==> config.mk <==
export PLATFORM = sky130hd
export DESIGN_NAME = dds_cmd_sched
export DESIGN_NICKNAME = d
export VERILOG_FILES = /design/src/rtl/dds_cmd_sched.sv
export SDC_FILE = /design/constraint.sdc
export NUM_CORES = 1
export LEC_CHECK = 0
export CAP_MARGIN = 20
export CORE_ASPECT_RATIO = 2
export CORE_MARGIN = 4
export CORE_UTILIZATION = 50
export CTS_BUF_LIST = sky130_fd_sc_hd__clkbuf_8 sky130_fd_sc_hd__clkbuf_16
export CTS_CLUSTER_DIAMETER = 50
export DETAILED_ROUTE_END_ITERATION = 12
export HOLD_SLACK_MARGIN = 0.06
export PLACE_DENSITY = 0.85
export SYNTH_ARGS = -nofsm -noshare
export SYNTH_HDL_FRONTEND = slang
export SYNTH_SLANG_ARGS = --single-unit
export TNS_END_PERCENT = 1
==> constraint.sdc <==
create_clock -name sys_clk -period 4 [get_ports sys_clk]
set_input_delay 0.8 -clock sys_clk [delete_from_list [all_inputs] [get_ports sys_clk]]
set_output_delay 0.8 -clock sys_clk [all_outputs]
set_load 0.005 [all_outputs]
==> src/rtl/dds_cmd_sched.sv <==
// Shares the cmd_decoder command port between the buffered SPI host and the
// on-chip oscillator-0 frequency-sweep engine; host has priority, sweep has a starvation guard.
module dds_cmd_sched #(
  parameter int DATAWORD_WIDTH = 16,
  parameter int TUNING_WIDTH   = 14,
  parameter int DWELL_WIDTH    = 16,
  parameter int STARVE_LIMIT   = 4
) (
  input  logic                      sys_clk,
  input  logic                      sys_rst,
  input  logic [7:0]                host_cmd,
  input  logic [DATAWORD_WIDTH-1:0] host_data,
  input  logic                      host_valid,
  output logic                      host_ready,
  input  logic [TUNING_WIDTH-1:0]   sweep_start,
  input  logic [TUNING_WIDTH-1:0]   sweep_stop,
  input  logic [TUNING_WIDTH-1:0]   sweep_step,
  input  logic [DWELL_WIDTH-1:0]    sweep_dwell,
  input  logic                      sweep_go,
  input  logic                      sweep_abort,
  output logic [7:0]                cmd_word,
  output logic [DATAWORD_WIDTH-1:0] data_word,
  output logic                      cmd_valid,
  output logic                      busy,
  output logic                      done
);

  localparam int STARVE_W = $clog2(STARVE_LIMIT + 1);

  typedef enum logic [1:0] {
    S_IDLE,
    S_ISSUE,
    S_DWELL,
    S_FINISH
  } state_t;

  state_t state, state_next;

  logic                      hold_full;
  logic [7:0]                hold_cmd;
  logic [DATAWORD_WIDTH-1:0] hold_data;
  logic                      osc1_shadow;

  logic [TUNING_WIDTH-1:0]   cur, stop_r, step_r;
  logic                      dir_up;
  logic [DWELL_WIDTH-1:0]    dwell_r, dwell_cnt;
  logic [STARVE_W-1:0]       starve_cnt;

  logic                      host_accept, go_accept;
  logic                      sweep_req, sweep_grant, host_grant;
  logic [TUNING_WIDTH:0]     sum_ext, diff_ext;
  logic [TUNING_WIDTH-1:0]   cur_next;
  logic [7:0]                sweep_cmd;

  assign host_ready  = ~hold_full;
  assign host_accept = host_valid & ~hold_full;
  assign go_accept   = (state == S_IDLE) & sweep_go & ~sweep_abort;
  assign sweep_cmd   = {3'b000, osc1_shadow, 2'b00, 2'b11};

  // Abort suppresses the sweep grant so the port can fall to the host that cycle.
  always_comb begin
    sweep_req   = (state == S_ISSUE);
    sweep_grant = sweep_req & ~sweep_abort &
                  (~hold_full | (starve_cnt == STARVE_W'(STARVE_LIMIT)));
    host_grant  = hold_full & ~sweep_grant;
  end

  // One extra bit catches wrap-around; either direction then clamps to stop.
  always_comb begin
    sum_ext  = {1'b0, cur} + {1'b0, step_r};
    diff_ext = {1'b0, cur} - {1'b0, step_r};
    cur_next = stop_r;
    if (dir_up) begin
      if (sum_ext <= {1'b0, stop_r}) cur_next = sum_ext[TUNING_WIDTH-1:0];
    end else begin
      if (!diff_ext[TUNING_WIDTH] && (diff_ext[TUNING_WIDTH-1:0] >= stop_r))
        cur_next = diff_ext[TUNING_WIDTH-1:0];
    end
  end

  always_comb begin
    state_next = state;
    case (state)
      S_IDLE:   if (sweep_go) state_next = S_ISSUE;
      S_ISSUE:  if (sweep_grant) state_next = (cur == stop_r) ? S_FINISH : S_DWELL;
      S_DWELL:  if (dwell_cnt == dwell_r) state_next = S_ISSUE;
      S_FINISH: state_next = S_IDLE;
      default:  state_next = S_IDLE;
    endcase
    if (sweep_abort) state_next = S_IDLE;
  end

  always_ff @(posedge sys_clk) begin
    if (sys_rst) state <= S_IDLE;
    else         state <= state_next;
  end

  always_ff @(posedge sys_clk) begin
    if (sys_rst) begin
      cur       <= '0;
      stop_r    <= '0;
      step_r    <= '0;
      dir_up    <= 1'b0;
      dwell_r   <= '0;
      dwell_cnt <= '0;
    end else if (go_accept) begin
      cur       <= sweep_start;
      stop_r    <= sweep_stop;
      step_r    <= (sweep_step == '0) ? TUNING_WIDTH'(1) : sweep_step;
      dwell_r   <= (sweep_dwell == '0) ? DWELL_WIDTH'(1) : sweep_dwell;
      dir_up    <= (sweep_start <= sweep_stop);
    end else if (sweep_grant && (cur != stop_r)) begin
      cur       <= cur_next;
      dwell_cnt <= DWELL_WIDTH'(1);
    end else if (state == S_DWELL) begin
      dwell_cnt <= dwell_cnt + DWELL_WIDTH'(1);
    end
  end

  always_ff @(posedge sys_clk) begin
    if (sys_rst)                                      starve_cnt <= '0;
    else if (sweep_grant || (state_next != S_ISSUE))  starve_cnt <= '0;
    else if (sweep_req)                               starve_cnt <= starve_cnt + STARVE_W'(1);
  end

  always_ff @(posedge sys_clk) begin
    if (sys_rst) begin
      hold_full <= 1'b0;
      hold_cmd  <= '0;
      hold_data <= '0;
    end else if (host_accept) begin
      hold_full <= 1'b1;
      hold_cmd  <= host_cmd;
      hold_data <= host_data;
    end else if (host_grant) begin
      hold_full <= 1'b0;
    end
  end

  always_ff @(posedge sys_clk) begin
    if (sys_rst) begin
      cmd_valid   <= 1'b0;
      cmd_word    <= '0;
      data_word   <= '0;
      osc1_shadow <= 1'b0;
      busy        <= 1'b0;
      done        <= 1'b0;
    end else begin
      cmd_valid <= sweep_grant | host_grant;
      busy      <= (state_next != S_IDLE);
      done      <= (state_next == S_FINISH);
      if (sweep_grant) begin
        cmd_word  <= sweep_cmd;
        data_word <= DATAWORD_WIDTH'(cur);
      end else if (host_grant) begin
        cmd_word    <= hold_cmd;
        data_word   <= hold_data;
        osc1_shadow <= hold_cmd[4];
      end
    end
  end

endmodule

==> impl_metrics.csv, run 1 <==
group,metric,value,unit
sta,finalHoldWorstSlack,0.457,ns
sta,fin_crit,4.02,ns
setup_path,worstSetupStartpointType,"flip-flop",
sta,finalHoldViolations,0,
power,power_frac_comb,33.3,%
logic_synthesis,syn_inst,1028,
logic_synthesis,synth_top_area_share,33.1,%
status,violations,"setup timing",
grt,grt_pass1_vias,8217,
placement,numPortBuffers,114,
detailed_routing,drt_iter0_drc,488,
hold_path,hold_path_class,"reg -> reg",
sta,finalSetupTns,-0.0204,ns
die,start_util,51.0,%
power,clockPowerShare,33.4,%
die,dieArea,0.0183,mm2
sta,finalWorstSetupSlack,-0.0204,ns
power,power_density,408,mW/mm2
detailed_routing,firstDrtPassIters,5,
power,power_leakage,4.28,nW
power,power_frac_seq,33.3,%
clocking,cts_made_buffers,17,
logic_synthesis,yosys_warnings,0,
grt,antenna_found_initial,1,
clocking,clk_pin_slew,0.06,ns
setup_path,cp_data_arrival_time,4.28,ns
die,rows,65,
grt,grt_max_degree,88,
flow_run,cap_viol_max_count,0,
grt,grt_pass1_wl,42.1,mm
sta,rsz0062_at_grt,"yes",
detailed_routing,ant_nets,0,
logic_synthesis,synth_area,0.00805,mm2
finish,area_delta_synth_final,33.3,%
clocking,clk_latency,0.43,ns
finish,fillers,1332,
detailed_routing,post-route-drc-count,0,
setup_path,crit_type,"reg -> reg",
detailed_routing,vias_per_cell,5.80,
setup_path,cp_max_fo,4,
sta,fmax,249,MHz
detailed_routing,dr_total_vias,8253,
sta,setup_viol,1,
logic_synthesis,syn_avg_cell_area,7.83,um2
detailed_routing,wl_per_cell,19.5,um
logic_synthesis,async_flop_share,0,%
logic_synthesis,synth_commonest_cells,"191 x nand2_1, 133 x dfxtp_1, 116 x a21oi_1, 82 x nor2_1, 73 x ha_1",
detailed_routing,routed_wl,27.7,mm
sta,slew_violations,0,
clocking,ctsHoldBuffers,0,
logic_synthesis,synth_edf_count,0,
die,die_w,97.7,um
clocking,cts-root-buf,"clkbuf_16",
logic_synthesis,synth_area_leader_cell,"dfxtp_1",
finish,fin_area,0.0107,mm2
grt,grt_remaining_overflow,0,
clocking,htreeDepth,4,
logic_synthesis,synthMostInstantiatedCell,"nand2_1",
logic_synthesis,synth_cell_types,67,
sta,skew,0.00889,ns
clocking,clockBufferDepth,2,
placement,gp_congestion,0.995,
setup_path,crit_path_end_kind,"flip-flop",
die,pin_count,115,
logic_synthesis,yosys-top-cells-area,"dfxtp_1 33%, ha_1 11%, nand2_1 8.9%",
finish,drive_gt1_share,14.8,%
sta,slew_headroom,32.1,%
grt,track_usage,29.3,%
clocking,numClockSinks,133,
finish,multiInputGateArea,0.00514,mm2
power,peakVddDrop,0.351,mV
logic_synthesis,ys_seq_area_share,33.1,%
placement,dp_hpwl,21.2,mm
sta,tightest_slew,1.01,ns
logic_synthesis,yosys_most_used_dff,"dfxtp_1",
logic_synthesis,ys_ff_latch,133,
die,coreArea,0.0158,mm2
clocking,cts_tree,"done",
finish,seqCellArea,0.00267,mm2
logic_synthesis,synthesis.nets,1190,
finish,nets,1369,
power,p_int,0.00293,W
sta,fin_crit_sh,101,%
setup_path,cp.required,4.26,ns
power,switching_share,33.1,%
status,status,"finished with violations",
die,fp.dieH,187,um
placement,place_area,0.00990,mm2
power,p_sw,0.00145,W
## state kept, by name (all words and copies together) (netlist names)
register     count
busy             1
cmd_valid        1
cmd_word         8
cur             14
data_word       16
dir_up           1
done             1
dwell_cnt       16
dwell_r         16
hold_cmd         8
hold_data       16
hold_full        1
osc1_shadow      1
starve_cnt       3
state            2
step_r          14
stop_r          14
## cells by family after synthesis
family | Yosys count | share of synthesized area, %
simple gates | 385 | 21.4
flops | 133 | 33.1
compound gates | 242 | 19.4
buf+inv | 116 | 5.69
xor+xnor | 62 | 6.74
mux | 15 | 1.88
fa+ha+maj | 75 | 11.8
## per-layer routing
layer | share of wire [%] | wire length, um | global-route usage (%)
met1 | 34 | 9290 | 26.7
met2 | 54 | 15000 | 56.0
met3 | 3.9 | 1070 | 4.48
met4 | 8.3 | 2310 | 22.8
met5 | 0 | 0 | 0
## worst paths after layout
path / cells past startpoint / endpoint / slack [ns] / start
setup / recovery: 19 / cur[0] / -0.02 / cur[0]
hold / removal: 2 / hold_data[2] / 0.46 / hold_data[2]
setup reg to reg: 19 / cur[0] / -0.02 / cur[0]
hold reg to reg: 2 / hold_data[2] / 0.46 / hold_data[2]
## power by group through the flow
stage                     clock (W)  combinational (W)  sequential, W
after floorplan                   0           0.000752        0.00146
after global placement            0            0.00128        0.00148
after detailed placement          0            0.00128        0.00148
after CTS                   0.00147            0.00133        0.00145
after global routing        0.00153            0.00158        0.00146
final                       0.00146            0.00146        0.00146
## through the flow
stage | cells | util, % | total power, W | worst slack (ns)
floorplan | 1028 | - | 0.00222 | 0.136
global placement | 1381 | 62.8 | 0.00276 | -0.111
detailed placement | 1381 | 62.8 | 0.00276 | -0.150
CTS | 1416 | 66.7 | 0.00425 | 0.0000897
global route | 1422 | 68.0 | 0.00457 | -0.156
finish | 1422 | 68.0 | 0.00438 | -0.0204
## what timing repair did
item | CTS | global route
resized for setup | 14 | 36
pin swaps | 7 | 19
endpoints found under the setup margin | 13 | 14
setup buffers | 3 | 5
## area by class of cell
type                       instances  area share, %
multi-input combinational        779           47.9
sequential                       133           24.9
timing repair buffer             210           17.4
clock buffer                      19           4.22
tap                              201           2.34
inverter                          66           2.31
clock inverter                    13          0.944
antenna                            1         0.0233
## critical path, stage by stage (launching register included)
cell,delay (ns)
dfxtp_2,0.33
inv_2,0.05
ha_2,0.19
fa_2,0.23
nor2b_2,0.05
o31a_1,0.25
buf_4,0.14
o31a_1,0.32
o21ai_2,0.21
nor2b_1,0.18
xnor2_1,0.10
ha_1,0.29
nand4_1,0.15
nor2_1,0.12
a211oi_1,0.10
or4_4,0.58
buf_6,0.16
and3_1,0.16
o21ai_1,0.15
a21oi_1,0.08
## layout by cell type (no fill, tap or decap), types with 5 or more instances in the layout
cell / count
o21a_1: 7
o32ai_1: 5
clkdlybuf4s50_1: 113
o22ai_1: 12
o21ai_0: 21
a311oi_1: 15
inv_1: 64
and3_1: 13
nand4_1: 17
a21o_1: 5
clkinvlp_4: 5
nand3_1: 14
nor2b_1: 7
ha_1: 69
a211oi_1: 7
mux2i_1: 14
buf_4: 95
nor3_1: 17
nor4_1: 9
nand2_1: 190
nor2_1: 79
nand2b_1: 10
dfxtp_1: 129
xor2_1: 14
xnor2_1: 47
clkbuf_16: 17
a21oi_1: 112
Note: power is estimated with default switching activity, not from simulation.
==> run 2: changes to the inputs <==
--- a/config.mk
+++ b/config.mk
@@ -8,12 +8,12 @@
 export CAP_MARGIN = 20
 export CORE_ASPECT_RATIO = 2
 export CORE_MARGIN = 4
-export CORE_UTILIZATION = 50
+export CORE_UTILIZATION = 40
 export CTS_BUF_LIST = sky130_fd_sc_hd__clkbuf_8 sky130_fd_sc_hd__clkbuf_16
 export CTS_CLUSTER_DIAMETER = 50
 export DETAILED_ROUTE_END_ITERATION = 12
 export HOLD_SLACK_MARGIN = 0.06
-export PLACE_DENSITY = 0.85
+export PLACE_DENSITY = 0.72
 export SYNTH_ARGS = -nofsm -noshare
 export SYNTH_HDL_FRONTEND = slang
 export SYNTH_SLANG_ARGS = --single-unit
==> run 2 against run 1 <==
Compared with the run above:
- the run still ends with setup timing left
- combinational power grew 11%
- die area up 23%
- clock skew down 0.0013 ns
- utilization decreased by 12 points
- critical path depth is 1 higher
- clock-buffer cell count did not move
- register-to-register slack about the same
- via count down 0.42%
- maximum frequency grew 0.37%
- wire length increased by 3.1%
- non-clock buffer count increased by 21
- critical endpoint is now cur[2]
- largest cell class unchanged
==> impl_metrics.csv, run 2 (synthesis results as in run 1) <==
group,metric,value,unit
sta,slew_headroom,29.7,%
placement,gp_congestion,1.01,
placement,numPortBuffers,114,
grt,grt_max_degree,57,
setup_path,cp_data_arrival_time,4.36,ns
finish,fillers,1839,
finish,seqCellArea,0.00267,mm2
grt,antenna_found_initial,0,
detailed_routing,drt_iter0_drc,340,
finish,fin_area,0.0112,mm2
status,status,"finished with violations",
clocking,cts_tree,"done",
die,rows,73,
die,die_w,108,um
sta,slew_violations,0,
clocking,clk_latency,0.42,ns
sta,fmax,250,MHz
sta,fin_crit,4.01,ns
hold_path,hold_path_class,"reg -> reg",
grt,grt_remaining_overflow,0,
finish,drive_gt1_share,17.7,%
clocking,htreeDepth,4,
clocking,numClockSinks,133,
detailed_routing,wl_per_cell,19.0,um
die,dieArea,0.0226,mm2
flow_run,cap_viol_max_count,0,
clocking,clockBufferDepth,2,
die,coreArea,0.0198,mm2
sta,setup_viol,1,
sta,finalWorstSetupSlack,-0.00554,ns
sta,rsz0062_at_grt,"yes",
detailed_routing,ant_nets,0,
detailed_routing,vias_per_cell,5.47,
clocking,cts-root-buf,"clkbuf_16",
clocking,clk_pin_slew,0.06,ns
power,peakVddDrop,0.382,mV
clocking,cts_made_buffers,17,
finish,layout_common_cells,"191 x nand2_1, 128 x dfxtp_1, 113 x a21oi_1, 113 x clkdlybuf4s50_1, 108 x buf_4",
sta,finalHoldViolations,0,
die,pin_count,115,
detailed_routing,dr_total_vias,8218,
grt,grt_pass1_vias,8493,
finish,area_delta_synth_final,39.1,%
detailed_routing,routed_wl,28.5,mm
setup_path,crit_path_end_kind,"flip-flop",
finish,num_antenna_cells,0,
finish,stdcell_count,1503,
die,start_util,40.6,%
setup_path,worstSetupStartpointType,"flip-flop",
placement,dp_cells,1459,
setup_path,cp_max_fo,3,
finish,final_common_cell,"nand2_1",
setup_path,crit_type,"reg -> reg",
sta,tightest_slew,1.05,ns
detailed_routing,post-route-drc-count,0,
grt,grt_pass1_wl,44.5,mm
grt,track_usage,25.6,%
sta,fin_crit_sh,100,%
finish,nets,1390,
status,violations,"setup timing",
placement,place_area,0.0101,mm2
finish,multiInputGateArea,0.00526,mm2
setup_path,cp.required,4.35,ns
detailed_routing,firstDrtPassIters,7,
placement,dp_hpwl,22.2,mm
power,power_leakage,4.47,nW
sta,skew,0.00760,ns
power,power_density,422,mW/mm2
die,fp.dieH,209,um
run 2: cell count changes in the layout (fill, tap and decap cells not counted), moves of 6 or more:
cell	previous run	this run
buf_6	2	9
o22ai_1	12	6
buf_4	95	108
o22ai_2	0	6
run 2: power breakdown:
part	total [W]	internal, W	switching, W
Clock	0.00166	0.00102	0.000637
Sequential	0.00145	0.00139	0.0000560
Combinational	0.00162	0.000809	0.000811
run 2: cell type report:
cell class	instances	share of cell area, %
Clock inverter	13	1.50
Clock buffer	19	4.05
Timing Repair Buffer	231	18.4
Sequential cell	133	23.9
Tap cell	262	2.93
Multi-Input combinational cell	779	47.0
Inverter	66	2.26
run 2: through the flow:
stage	hold WS [ns]	utilization [%]	setup slack (ns)	total power [W]	setup TNS, ns
after floorplan	0.436	-	0.136	0.00222	0
after CTS	0.455	55.3	0.00195	0.00464	0
after detailed placement	0.447	51.1	-0.528	0.00286	-5.05
after global routing	0.474	56.5	-0.143	0.00493	-1.27
final	0.454	56.5	-0.00554	0.00473	-0.00554
after global placement	0.442	51.1	-0.495	0.00285	-4.47
run 2: path summary, 6_finish.rpt:
check | startpoint | end | slack, ns | depth (start not counted)
worst min-delay path | hold_data[10] | hold_data[10] | 0.45 | 2
worst max-delay path | cur[1] | cur[2] | -0.006 | 20
worst min register to register | hold_data[10] | hold_data[10] | 0.45 | 2
worst max register to register | cur[1] | cur[2] | -0.006 | 20
run 2: critical path, stage by stage, from the launching register on:
cell and delay (ns):
dfxtp_4 0.37, buf_6 0.13, inv_6 0.04, fa_2 0.41, o21bai_4 0.16, a221oi_4 0.10, nor4b_2 0.26, nor3_2 0.08
or4_1 0.42, o311a_1 0.17, ha_1 0.30, nand4_1 0.10, nor2_1 0.06, o22a_1 0.20, o21ai_2 0.20, buf_4 0.14
buf_4 0.09, o211ai_1 0.10, mux2i_1 0.16, mux2_4 0.29, a21oi_2 0.14
run 2: what timing repair did:
action	4_1_cts	5_1_grt
setup buffers	6	7
hold buffers	0	0
endpoints found under the setup margin	14	14
gates cloned	0	0
gates resized for setup	39	40
endpoints found under the hold margin	0	0
pin swaps	25	29
run 2: metal layers:
layer,track usage (%),up-vias,routed length (um),part of all wire [%]
li1,-,3973,-,-
met1,23.9,3894,9750,34
met2,48.7,243,15800,55
met3,3.86,108,885,3.1
met4,18.1,0,2140,7.5
met5,0,-,0,0
==> run 3: changes to the inputs <==
--- a/config.mk
+++ b/config.mk
@@ -8,12 +8,12 @@
 export CAP_MARGIN = 20
 export CORE_ASPECT_RATIO = 2
 export CORE_MARGIN = 4
-export CORE_UTILIZATION = 40
+export CORE_UTILIZATION = 50
 export CTS_BUF_LIST = sky130_fd_sc_hd__clkbuf_8 sky130_fd_sc_hd__clkbuf_16
 export CTS_CLUSTER_DIAMETER = 50
 export DETAILED_ROUTE_END_ITERATION = 12
 export HOLD_SLACK_MARGIN = 0.06
-export PLACE_DENSITY = 0.72
+export PLACE_DENSITY = 0.85
 export SYNTH_ARGS = -nofsm -noshare
 export SYNTH_HDL_FRONTEND = slang
 export SYNTH_SLANG_ARGS = --single-unit
==> results of run 3 <==
Final layout, timing and power as in run 1 (identical DEF).
